[src/rtl/seed_random_arb_control_path.sv]
// rtl/seed_random_arb_control_path.sv - round-robin card arbiter with ack/timeout control FSM
// Optional dealt-card counter enabled by macro SEED_RANDOM_CARD_CNT_EN.
module seed_random_arb_control_path #(
    parameter int N_CH    = 4,
    parameter int DATA_W  = 6,
    parameter int TIMEOUT = 15
) (
    input  logic              clk_cp_i,
    input  logic              rst_cp_i,
    input  logic [N_CH-1:0]   req_card_i,
    input  logic [DATA_W-1:0] rnd_data_i,
    input  logic              rnd_valid_i,
    input  logic              card_ack_i,
    output logic [1:0]        state_o,
    output logic [N_CH-1:0]   grant_o,
    output logic [DATA_W-1:0] card_o,
    output logic              card_valid_o,
    output logic              timeout_o,
    output logic [7:0]        cards_dealt_o
);

    localparam int IDX_W = (N_CH > 1) ? $clog2(N_CH) : 1;

    typedef enum logic [1:0] {
        IDLE     = 2'd0,
        ARB      = 2'd1,
        SEND     = 2'd2,
        WAIT_ACK = 2'd3
    } state_t;

    state_t            state_q, state_d;
    logic [IDX_W-1:0]  last_q, last_d;
    logic [IDX_W-1:0]  gidx_q, gidx_d;
    logic [IDX_W-1:0]  pick, cand;
    logic              found;
    logic [7:0]        tcnt_q, tcnt_d;
    logic              tmo_hit;
    logic [N_CH-1:0]   grant_d;
    logic [DATA_W-1:0] card_d;
    logic              card_valid_d;
    logic              timeout_d;

    // Round-robin search starting one past the last served channel
    always_comb begin
        found = 1'b0;
        pick  = '0;
        cand  = '0;
        for (int i = 0; i < N_CH; i++) begin
            cand = IDX_W'((int'(last_q) + 1 + i) % N_CH);
            if (!found && req_card_i[cand]) begin
                found = 1'b1;
                pick  = cand;
            end
        end
    end

    assign tmo_hit = (tcnt_q == 8'(TIMEOUT - 1));

    always_ff @(posedge clk_cp_i or negedge rst_cp_i) begin
        if (!rst_cp_i) begin
            state_q      <= IDLE;
            last_q       <= IDX_W'(N_CH - 1);
            gidx_q       <= '0;
            tcnt_q       <= '0;
            grant_o      <= '0;
            card_o       <= '0;
            card_valid_o <= 1'b0;
            timeout_o    <= 1'b0;
        end else begin
            state_q      <= state_d;
            last_q       <= last_d;
            gidx_q       <= gidx_d;
            tcnt_q       <= tcnt_d;
            grant_o      <= grant_d;
            card_o       <= card_d;
            card_valid_o <= card_valid_d;
            timeout_o    <= timeout_d;
        end
    end

    always_comb begin
        state_d = state_q;
        case (state_q)
            IDLE:     if (|req_card_i) state_d = ARB;
            ARB:      state_d = found ? SEND : IDLE;
            SEND:     if (rnd_valid_i) state_d = WAIT_ACK;
            WAIT_ACK: if (card_ack_i || tmo_hit) state_d = IDLE;
            default:  state_d = IDLE;
        endcase
    end

    // Ack is tested before the timeout so a coincident ack suppresses the pulse
    always_comb begin
        grant_d      = grant_o;
        card_d       = card_o;
        card_valid_d = card_valid_o;
        timeout_d    = 1'b0;
        tcnt_d       = tcnt_q;
        last_d       = last_q;
        gidx_d       = gidx_q;
        case (state_q)
            IDLE: begin
                grant_d      = '0;
                card_valid_d = 1'b0;
            end
            ARB: begin
                if (found) begin
                    grant_d = N_CH'(1) << pick;
                    gidx_d  = pick;
                end else begin
                    grant_d = '0;
                end
            end
            SEND: begin
                if (rnd_valid_i) begin
                    card_d       = rnd_data_i;
                    card_valid_d = 1'b1;
                    tcnt_d       = '0;
                end
            end
            WAIT_ACK: begin
                if (card_ack_i) begin
                    card_valid_d = 1'b0;
                    grant_d      = '0;
                    last_d       = gidx_q;
                end else if (tmo_hit) begin
                    timeout_d    = 1'b1;
                    card_valid_d = 1'b0;
                    grant_d      = '0;
                    last_d       = gidx_q;
                    tcnt_d       = '0;
                end else begin
                    tcnt_d = tcnt_q + 8'd1;
                end
            end
            default: begin
                grant_d      = '0;
                card_valid_d = 1'b0;
            end
        endcase
    end

    assign state_o = state_q;

`ifdef SEED_RANDOM_CARD_CNT_EN
    logic [7:0] dealt_q;

    always_ff @(posedge clk_cp_i or negedge rst_cp_i) begin
        if (!rst_cp_i) begin
            dealt_q <= '0;
        end else if (state_q == WAIT_ACK && card_ack_i) begin
            dealt_q <= dealt_q + 8'd1;
        end
    end

    assign cards_dealt_o = dealt_q;
`else
    assign cards_dealt_o = 8'd0;
`endif

endmodule

[config.mk]
export PLATFORM = sky130hd
export DESIGN_NAME = seed_random_arb_control_path
export DESIGN_NICKNAME = d
export VERILOG_FILES = /design/src/rtl/seed_random_arb_control_path.sv
export SDC_FILE = /design/constraint.sdc
export NUM_CORES = 1
export LEC_CHECK = 0
export CAP_MARGIN = 20
export CORE_MARGIN = 5
export CORE_UTILIZATION = 39
export CTS_BUF_LIST = sky130_fd_sc_hd__clkbuf_16
export DETAILED_ROUTE_END_ITERATION = 8
export DONT_BUFFER_PORTS = 1
export PLACE_DENSITY_LB_ADDON = 0.12
export SETUP_SLACK_MARGIN = 0.3
export SKIP_LAST_GASP = 1
export SLEW_MARGIN = 20
export SYNTH_ARGS = -nofsm -noshare
export SYNTH_HDL_FRONTEND = slang
export SYNTH_SLANG_ARGS = --single-unit
[constraint.sdc]
create_clock -name clk_cp_i -period 3.3 [get_ports clk_cp_i]
set_clock_uncertainty 0.1 [all_clocks]
set_input_delay 0.66 -clock clk_cp_i [delete_from_list [all_inputs] [get_ports clk_cp_i]]
set_output_delay 0.66 -clock clk_cp_i [all_outputs]
set_load 0.005 [all_outputs]
==> reports/results.ini <==
[sta]
worst_slack_ns = 1.45
drv_slew = 0
setup_viol_count_final = 0
setup-tns-final_ns = 0
max_freq_mhz = 541
rsz0062_at_grt = no
period_share_pct = 56.1
whs_ns = 0.103
relSlewSlack_pct = 62.1
finalHoldViolCount = 0
period_needed_ns = 1.85
tightest_slew_ns = 0.569

[critical_path]
arrival_ns = 1.88
start_kind = flip-flop
crit_fanout = 8
required_ns = 3.33
critical-path-max-stage-delay_ns = 0.45
path_delay_family = simple AND/OR/NAND/NOR gates
cp_cell_sequence = inv_1, ha_1, nand4b_1, or4_4, a31oi_4, a211oi_1
crit_type = flip-flop to flip-flop
crit_buf_inv = 1
crit_path_top_delay_cell = or4_4
end_kind = flip-flop

[finish]
diodes = 0
fillers = 333
syn2layout_area_growth_pct = 8.66
final_util_pct = 44.3
drive_above_1_share_pct = 19.2
multi_input_area_um2 = 633
fin_cells = 171
nets = 142
regArea_um2 = 653

[power]
power_density_nw_per_um2 = 870
power_frac_clock_pct = 27.1
combPwrFrac_pct = 26.8
swShare_pct = 33.2
power.switching_mw = 0.430
p_seq_share_pct = 46.1
intPower_mw = 0.867
total_leakage_power_nw = 0.643
vdd_ir_drop_max_mv = 0.259

[cts]
hold_buffers = 1
cts.clk_slew.worst_paths_ns = 0.07
cts_tree = built
max-clock-path-buffers = 2
cts_setup_buffers = 0
clock_latency_ns = 0.26
ctsRootBufferMaster = clkbuf_16
cts_resized = 0
cts_buffers = 3
htree_levels = 1
clock_sinks = 26

[die]
io_pins = 36
num_rows = 21
fp.dieH_um = 69.3
core_region_area_um2 = 3360
dieArea_um2 = 4810
chipWidth_um = 69.3
start_util_pct = 40.8

[routing]
detailroute.via_count = 904
wl_um = 2560
viasPerCell = 5.29
firstDrtPassIters = 3
drc = 0
drt_iter0_markers = 65
ant_nets = 0
wire_per_inst_um = 14.9

[synthesis]
syn_avg_cell_area_um2 = 11.0
synth_cell_types = 41
synth-seq-area-share_pct = 47.6
netlist_area_um2 = 1370
yosysWarnings = 0
synthCells = 125
synth-seq-cells = 26

[global_routing]
grt_antenna_before_repair = 0
groute.usage.overall_pct = 11.3
overflow = 0
grt_start_max_net_pins = 25
first_global_vias = 944
grt_pass1_wl_um = 4540

[job]
maxCapViolations = 0

[placement]
gp_congestion = 0.719
io_buffers = 0
dpl.hpwl_um = 1860
place_worst_setup_slack_ns = 1.42
dp.cells = 166

[min_path]
hold_class = input pin to async pin

[run_status]
outcome = finished clean

==> through the flow <==
step                cell area (um^2)  power, mW
global placement                1370      0.944
finish                          1490       1.30
detailed placement              1370      0.948
CTS                             1490       1.31
floorplan                       1400      0.891
global route                    1490       1.39
==> worst paths after layout <==
| path | to | cells past startpoint | slack (ns) | startpoint |
|---|---|---|---|---|
| setup / recovery | tcnt_q[1]$_DFFE_PN0P_ | 6 | 1.45 | tcnt_q[0]$_DFFE_PN0P_ |
| hold reg to reg | gidx_q[1]$_DFFE_PN0P_ | 1 | 0.41 | gidx_q[1]$_DFFE_PN0P_ |
| hold / removal | gidx_q[1]$_DFFE_PN0P_ | 1 | 0.10 | rst_cp_i |
| setup reg to reg | tcnt_q[1]$_DFFE_PN0P_ | 6 | 1.45 | tcnt_q[0]$_DFFE_PN0P_ |
| max in group asynchronous | grant_o[2]$_DFFE_PN0P_ | 1 | 2.85 | rst_cp_i |
| min in group clk_cp_i | timeout_o$_DFF_PN0_ | 1 | 0.38 | card_ack_i |
==> synth_stat cells <==
library cell,instances,share of area [%]
a211o_1,1,0.64
a211oi_1,2,1.1
a21bo_2,1,0.73
a21oi_1,6,2.2
a22o_1,2,1.3
a31oi_4,1,1.5
and2_1,1,0.46
and2b_1,1,0.55
and3_2,1,0.55
and4_1,1,0.64
buf_4,12,6.6
conb_1,1,0.27
dfrtp_1,24,44
dfstp_2,2,3.8
ha_1,2,1.8
inv_1,6,1.6
mux2_2,9,7.4
mux2i_1,1,0.73
nand2_1,3,0.82
nand2b_1,2,0.91
nand3_1,1,0.36
nand4b_1,1,0.64
nor2_1,10,2.7
nor2b_2,1,0.64
nor3_1,2,0.73
nor3b_2,1,0.91
nor4_1,1,0.46
o2111ai_1,2,1.3
o211ai_1,1,0.55
o211ai_2,1,0.91
o21a_1,1,0.55
o21a_4,1,1.1
o21ai_0,8,2.9
o22ai_1,2,0.91
o2bb2ai_1,2,1.3
o41a_1,1,0.82
or2_1,1,0.46
or3_1,3,1.4
or4_4,1,0.82
xnor2_1,1,0.64
xor2_1,4,2.6
==> layout make-up <==
cell class | count | share of cell area (%)
flip-flops and latches | 26 | 43.8
multi-input cells | 88 | 42.4
clock buffers | 3 | 5.03
well taps | 46 | 3.86
clock inverters | 1 | 2.01
inverters | 6 | 1.51
repair buffers | 1 | 1.34
==> flip-flops by register name (all words and copies together), names as in the netlist, named ones only <==
| name | flops |
|---|---|
| timeout_o | 1 |
| card_valid_o | 1 |
| last_q | 2 |
| grant_o | 4 |
| card_o | 6 |
| state_o | 1 |
| tcnt_q | 8 |
| gidx_q | 2 |
==> cell families after synthesis <==
kind of cell / Yosys count / share of synthesized area [%]
AO/OA/AOI/OAI: 32 / 17.8
flip-flops: 26 / 47.6
buffers and inverters: 18 / 8.20
multiplexers: 10 / 8.11
AND/OR/NAND/NOR: 31 / 13.0
adder cells (fa/ha/maj): 2 / 1.82
other: 1 / 0.273
XOR/XNOR: 5 / 3.19
==> power groups by stage <==
stage | logic [mW] | registers (mW) | clock network [mW]
6_report | 0.348 | 0.599 | 0.352
5_1_grt | 0.395 | 0.625 | 0.370
4_1_cts | 0.350 | 0.602 | 0.357
3_5_place_dp | 0.341 | 0.607 | 0
3_3_place_gp | 0.341 | 0.603 | 0
2_1_floorplan | 0.366 | 0.526 | 0
==> cells in the final DEF (no fill, tap or decap), drive strengths merged, types with 2 or more instances in the layout <==
cell type	n
or3	3
a21oi	6
conb	8
nand2b	2
xor2	4
o22ai	2
ha	2
inv	6
clkbuf	3
mux2	9
o2bb2ai	2
a22o	2
a211oi	2
dfrtp	24
dfstp	2
o21a	2
o2111ai	2
nand2	3
nor2	10
o21ai	8
o211ai	2
nor3	2
==> routing by layer <==
metal	vias to the layer above	track usage [%]	routed length (um)
li1	431	-	-
met1	440	14.4	1150
met2	28	17.7	1160
met3	5	4.20	218
met4	0	3.69	31
met5	-	0	0
Power figures use the tool's default switching activity.
